==> config.mk <==
export PLATFORM = sky130hd
export DESIGN_NAME = mmu_psum_collector
export DESIGN_NICKNAME = d
export VERILOG_FILES = /design/src/rtl/mmu_pkg.sv /design/src/rtl/mmu_row_fifo.sv /design/src/rtl/mmu_psum_collector.sv
export SDC_FILE = /design/constraint.sdc
export NUM_CORES = 1
export LEC_CHECK = 0
export ABC_AREA = 1
export BUFFER_PORTS_ARGS = -buffer_cell sky130_fd_sc_hd__clkbuf_2
export CORE_MARGIN = 5
export CORE_UTILIZATION = 60
export CTS_BUF_LIST = sky130_fd_sc_hd__clkbuf_4
export DETAILED_ROUTE_END_ITERATION = 10
export PLACE_DENSITY = 0.84
export SYNTH_ARGS = -nofsm -noshare
export SYNTH_HDL_FRONTEND = slang
export SYNTH_SLANG_ARGS = --single-unit
==> constraint.sdc <==
create_clock -name clk -period 15.9 [get_ports clk]
set_clock_uncertainty 0.2 [all_clocks]
set_input_delay 1.59 -clock clk [delete_from_list [all_inputs] [get_ports clk]]
set_output_delay 1.59 -clock clk [all_outputs]
set_load 0.05 [all_outputs]
==> src/rtl/mmu_pkg.sv <==
// Shared MMU array defaults, row classification type and psum row packing helper.
// Column c of a packed row lives at bits [c*MMU_PSUM_WIDTH +: MMU_PSUM_WIDTH].
package mmu_pkg;

  localparam int MMU_NUM_COL    = 4;
  localparam int MMU_PSUM_WIDTH = 32;

  typedef enum logic [1:0] {
    ROW_IDLE,
    ROW_FULL,
    ROW_PARTIAL
  } row_kind_t;

  function automatic logic [MMU_NUM_COL*MMU_PSUM_WIDTH-1:0] mmu_row_pack(
    input logic [MMU_NUM_COL-1:0][MMU_PSUM_WIDTH-1:0] cols
  );
    logic [MMU_NUM_COL*MMU_PSUM_WIDTH-1:0] row;
    row = '0;
    for (int c = 0; c < MMU_NUM_COL; c++) begin
      row[c*MMU_PSUM_WIDTH +: MMU_PSUM_WIDTH] = cols[c];
    end
    return row;
  endfunction

endpackage

==> src/rtl/mmu_row_fifo.sv <==
// Sync row FIFO; write-to-read latency 1 cycle (no bypass), zero data when empty.
// Push is refused only when full with no pop in the same cycle; push+pop keeps count.
module mmu_row_fifo #(
  parameter int WIDTH = 136,
  parameter int DEPTH = 4
) (
  input  logic                       clk,
  input  logic                       rst_n,
  input  logic                       clear_i,
  input  logic                       push_i,
  input  logic [WIDTH-1:0]           push_dat_i,
  input  logic                       pop_i,
  output logic [WIDTH-1:0]           pop_dat_o,
  output logic                       full_o,
  output logic                       empty_o,
  output logic [$clog2(DEPTH):0]     count_o
);

  localparam int PTR_W = $clog2(DEPTH);
  localparam int CNT_W = PTR_W + 1;

  logic [WIDTH-1:0] mem_q [DEPTH];
  logic [PTR_W-1:0] wr_ptr_q, rd_ptr_q;
  logic [CNT_W-1:0] cnt_q;
  logic             do_push, do_pop;

  assign empty_o   = (cnt_q == '0);
  assign full_o    = (cnt_q == CNT_W'(DEPTH));
  assign count_o   = cnt_q;
  assign do_pop    = pop_i && !empty_o;
  assign do_push   = push_i && (!full_o || do_pop);
  assign pop_dat_o = empty_o ? '0 : mem_q[rd_ptr_q];

  always_ff @(posedge clk) begin
    if (!rst_n || clear_i) begin
      wr_ptr_q <= '0;
      rd_ptr_q <= '0;
      cnt_q    <= '0;
    end else begin
      if (do_push) wr_ptr_q <= wr_ptr_q + 1'b1;
      if (do_pop)  rd_ptr_q <= rd_ptr_q + 1'b1;
      cnt_q <= cnt_q + CNT_W'(do_push) - CNT_W'(do_pop);
    end
  end

  // Storage needs no reset: pop_dat_o is masked while empty.
  always_ff @(posedge clk) begin
    if (do_push) mem_q[wr_ptr_q] <= push_dat_i;
  end

endmodule

==> src/rtl/mmu_psum_collector.sv <==
// Deskews systolic column psums into aligned rows and queues them for writeback.
// Latency NUM_COL cycles from column 0 to out_valid_o; out_ready_i low holds rows, drops (overflow) when full.
module mmu_psum_collector
  import mmu_pkg::*;
#(
  parameter int NUM_COL    = MMU_NUM_COL,
  parameter int PSUM_WIDTH = MMU_PSUM_WIDTH,
  parameter int FIFO_DEPTH = 4,
  parameter int ROW_CNT_W  = 8
) (
  input  logic                          clk,
  input  logic                          rst_n,
  input  logic [NUM_COL*PSUM_WIDTH-1:0] psum_i,
  input  logic [NUM_COL-1:0]            psum_en_i,
  input  logic                          clear_i,
  output logic [NUM_COL*PSUM_WIDTH-1:0] out_data_o,
  output logic                          out_valid_o,
  input  logic                          out_ready_i,
  output logic [ROW_CNT_W-1:0]          row_idx_o,
  output logic                          full_o,
  output logic                          overflow_o,
  output logic                          misalign_o
);

  localparam int DW    = NUM_COL * PSUM_WIDTH;
  localparam int CNT_W = $clog2(FIFO_DEPTH) + 1;

  logic [NUM_COL-1:0]                 al_en;
  logic [NUM_COL-1:0][PSUM_WIDTH-1:0] al_dat;

  for (genvar c = 0; c < NUM_COL; c++) begin : g_deskew
    if (c == NUM_COL - 1) begin : g_direct
      assign al_en[c]  = psum_en_i[c];
      assign al_dat[c] = psum_i[c*PSUM_WIDTH +: PSUM_WIDTH];
    end else begin : g_delay
      localparam int D = NUM_COL - 1 - c;
      logic [D-1:0]                 en_q;
      logic [D-1:0][PSUM_WIDTH-1:0] dat_q;

      always_ff @(posedge clk) begin
        if (!rst_n || clear_i) begin
          en_q  <= '0;
          dat_q <= '0;
        end else begin
          en_q[0]  <= psum_en_i[c];
          dat_q[0] <= psum_i[c*PSUM_WIDTH +: PSUM_WIDTH];
          for (int i = 1; i < D; i++) begin
            en_q[i]  <= en_q[i-1];
            dat_q[i] <= dat_q[i-1];
          end
        end
      end

      assign al_en[c]  = en_q[D-1];
      assign al_dat[c] = dat_q[D-1];
    end
  end

  row_kind_t            row_kind;
  logic                 pop, push_req, room, push;
  logic [CNT_W-1:0]     fifo_cnt;
  logic                 fifo_full, fifo_empty;
  logic [ROW_CNT_W+DW-1:0] fifo_dat;
  logic [ROW_CNT_W-1:0] row_cnt_q, row_cnt_d;
  logic                 ovf_q, ovf_d, mis_q, mis_d;

  always_comb begin
    row_kind = ROW_IDLE;
    if (&al_en)      row_kind = ROW_FULL;
    else if (|al_en) row_kind = ROW_PARTIAL;
  end

  // A pop in the same cycle frees a slot, so a full FIFO can still accept.
  assign pop      = out_valid_o && out_ready_i;
  assign push_req = (row_kind == ROW_FULL);
  assign room     = (fifo_cnt != CNT_W'(FIFO_DEPTH)) || pop;
  assign push     = push_req && room;

  always_comb begin
    row_cnt_d = row_cnt_q;
    ovf_d     = ovf_q;
    mis_d     = mis_q;
    if (push)                    row_cnt_d = row_cnt_q + 1'b1;
    if (push_req && !room)       ovf_d     = 1'b1;
    if (row_kind == ROW_PARTIAL) mis_d     = 1'b1;
  end

  always_ff @(posedge clk) begin
    if (!rst_n || clear_i) begin
      row_cnt_q <= '0;
      ovf_q     <= 1'b0;
      mis_q     <= 1'b0;
    end else begin
      row_cnt_q <= row_cnt_d;
      ovf_q     <= ovf_d;
      mis_q     <= mis_d;
    end
  end

  mmu_row_fifo #(
    .WIDTH (ROW_CNT_W + DW),
    .DEPTH (FIFO_DEPTH)
  ) u_fifo (
    .clk        (clk),
    .rst_n      (rst_n),
    .clear_i    (clear_i),
    .push_i     (push),
    .push_dat_i ({row_cnt_q, al_dat}),
    .pop_i      (pop),
    .pop_dat_o  (fifo_dat),
    .full_o     (fifo_full),
    .empty_o    (fifo_empty),
    .count_o    (fifo_cnt)
  );

  assign {row_idx_o, out_data_o} = fifo_dat;
  assign out_valid_o = !fifo_empty;
  assign full_o      = fifo_full;
  assign overflow_o  = ovf_q;
  assign misalign_o  = mis_q;

endmodule

==> results.txt <==
Final HPWL DP -> 32.6 mm
clock slew at reported path FFs -> 70 ps
CTS hold repair buffers -> 0
Req. time, crit path -> 14110 ps
Post-Syn Area -> 27500 um^2
combinational share of power -> 1.3%
IO buf count -> 275
Max-slew headroom -> 18.5%
GRT Total Usage -> 24.2%
number of flops mapped to enable cells by yosys -> 544
outcome -> finished clean
area leader, netlist -> edfxtp_1
Leak Pwr -> 12.2 nW
clock sinks -> 761
CP cell instances -> inv_6, buf_4, o21ai_0, a21oi_1, clkbuf_2
# resized after CTS -> 0
vias in the first global route -> 18800
critical path peak fanout -> 151
Clock power frac -> 42.5%
CTS buffer count -> 178
max-slew violation count -> 0
fin cells -> 3444
sequential share of power -> 56.2%
final wirelength -> 60.9 mm
Antenna Violating Nets Remaining -> 0
drt pass-1 iters -> 5
pwr dens -> 120 nW/um^2
worst vdd ir -> 0.0000967 V
Post-CTS Repair Setup Buffers -> 0
Netlist cell types -> 24
switching part of the total -> 20.5%
Syn Inst Count -> 2353
gr ovfl total -> 0
internal power component -> 3.01 mW
worst hold path cell count -> 2
FF-to-FF Start -> u_fifo.count_o[2]
core area -> 45400 um^2
Initial Util -> 60.6%
CTS max path bufs -> 3
placed insts -> 3118
Min-Delay Path Class -> reg -> reg
Worst-Margin Slew -> 1220 ps
crit end category -> primary output
die area -> 50200 um^2
Horiz. Die Dim -> 224 um
Startpoint Class -> flop
commonest cells in the synthesized netlist -> nor2_1 (770), edfxtp_1 (544), dfxtp_1 (217), inv_1 (217), o21ai_0 (199)
Seq cells post-synth -> 761
crit path kind -> reg -> out
Fillers -> 3080
nets@finish -> 2842
HP Start -> g_deskew[0].g_delay.dat_q[14]
Ys Warns -> 0
P_sw -> 0.775 mW
reg2reg path depth -> 10
top cell type's share of synthesized area -> 59.4%
Iteration-0 DRC Markers -> 1604
# H-tree levels -> 4
# IOs -> 276
slowest stage delay, CP -> 1020 ps
layout cell share with drive strength beyond 1 -> 21.1%
Post-route DRC -> 0
setup_tns -> 0 ps
R2R Setup Slk -> 12640 ps
synthesis-to-layout area growth -> 14.9%
period utilization -> 38.9%
Syn Area/Cell -> 11.7 um^2
Power Total -> 3.78 mW
antenna violations before repair -> 2
WHS Endpoint -> g_deskew[0].g_delay.dat_q[46]
minimum clock period -> 6190 ps
RSZ-0062 raised after global routing -> no
final hold vios -> 0
Clock Tree Root -> clkbuf_4
largest net degree at the start of global routing -> 224
count of final setup violators -> 0
via count -> 18400
CP top delay family -> buffers and inverters
Slowest-stage cell, CP -> buf_4
RePlAce Congestion -> 0.801
worst r2r dst -> u_fifo.count_o[2]
post-layout util -> 69.6%
largest cells by area after synthesis -> edfxtp_1 (59%), dfxtp_1 (16%), nor2_1 (11%)
first-pass GRT wire length -> 96.0 mm
worst-skew pair later-pin latency -> 1010 ps
Cell Rows -> 78
maximum clock frequency -> 162 MHz
Synth Net Count -> 2497
most numerous cell in the Yosys netlist -> nor2_1
prevailing post-synth register cell -> edfxtp_1
WP buf/inv -> 3
WP data arrival -> 4400 ps
Max-Cap Viols -> 0
Die Ht -> 224 um
CTS tree -> done
routed wire length per instance -> 17.7 um
Post-synth ARST share -> 0%
register area share after synthesis -> 75.3%
Vias/cell -> 5.35
[flip-flops by register name, summed over array words and instances, names as in the netlist, named ones only]
signal / count
overflow_o: 1
g_deskew.g_delay.en_q: 6
misalign_o: 1
row_cnt_q: 8
al_dat: 64
u_fifo.rd_ptr_q: 2
g_deskew.g_delay.dat_q: 128
u_fifo.mem_q: 544
u_fifo.count_o: 3
u_fifo.wr_ptr_q: 2
[cell type report]
type                            instances  area, um^2  area share [%]
Timing Repair Buffer                  292        1520            4.80
Clock inverter                         44         323            1.02
Multi-Input combinational cell       1243        5370            17.0
Clock buffer                          276        2070            6.56
Tap cell                              600         751            2.38
Sequential cell                       761       20700            65.5
Inverter                              222         846            2.68
Antenna cell                            6        15.0          0.0475
[through the flow]
step / setup slack, ps / cell area [um^2] / hold WS (ps)
after CTS: 9630 / 31600 / 187
after global placement: 10950 / 29200 / 194
after detailed placement: 10770 / 29200 / 199
final: 9710 / 31600 / 178
after global routing: 9310 / 31600 / 213
after floorplan: 7280 / 27500 / 194
[routing by layer]
metal / vias up / GRT usage (%) / part of all wire [%]
met1: 8833 / 30.4 / 39
met2: 828 / 40.6 / 51
met5: - / 0 / 0
met4: 0 / 10.2 / 2.3
met3: 117 / 6.00 / 7.9
li1: 8633 / - / -
[worst max path at each step]
stage | startpoint | end | slack [ps] | cells after the start
after floorplan | psum_en_i[3] | u_fifo.mem_q[0][0] | 7280 | 5
after global placement | flop | out_data_o[75] | 10950 | 5
after detailed placement | flop | row_idx_o[3] | 10770 | 5
after CTS | flop | row_idx_o[3] | 9630 | 5
after global routing | flop | row_idx_o[3] | 9310 | 5
final | flop | row_idx_o[3] | 9710 | 5
[placed cells by master (no fill, tap or decap), types with 23 or more instances in the layout]
| cell | synthesis | final |
|---|---|---|
| a21oi_1 | 145 | 145 |
| clkbuf_2 | 0 | 275 |
| clkbuf_4 | 0 | 276 |
| clkinv_1 | 0 | 30 |
| dfxtp_1 | 217 | 215 |
| edfxtp_1 | 544 | 544 |
| inv_1 | 217 | 217 |
| nand2_1 | 23 | 23 |
| nor2_1 | 770 | 766 |
| o21ai_0 | 199 | 199 |
| o21ai_1 | 81 | 81 |
[power by group through the flow]
stage	Sequential (mW)	Clock (mW)	Combinational [mW]
after floorplan	2.17	0	0.0202
after global placement	2.17	0	0.0461
after detailed placement	2.17	0	0.0476
after CTS	2.13	1.65	0.0482
after global routing	2.13	1.76	0.0542
final	2.13	1.61	0.0476
[cell families after synthesis]
group | share of synthesized area, %
AOI/OAI and AO/OA | 7.76
xor gates and xnor gates | 0.159
adders and majority gates | 0.392
buffers and inverters | 5.33
DFF | 75.3
and+or+nand+nor | 11.1
[tightest hold or removal path, stage by stage (launching register included)]
cell and delay [ps]:
dfxtp_1 300, inv_1 50, nor2_1 40
(Power assumes the default switching activity.)
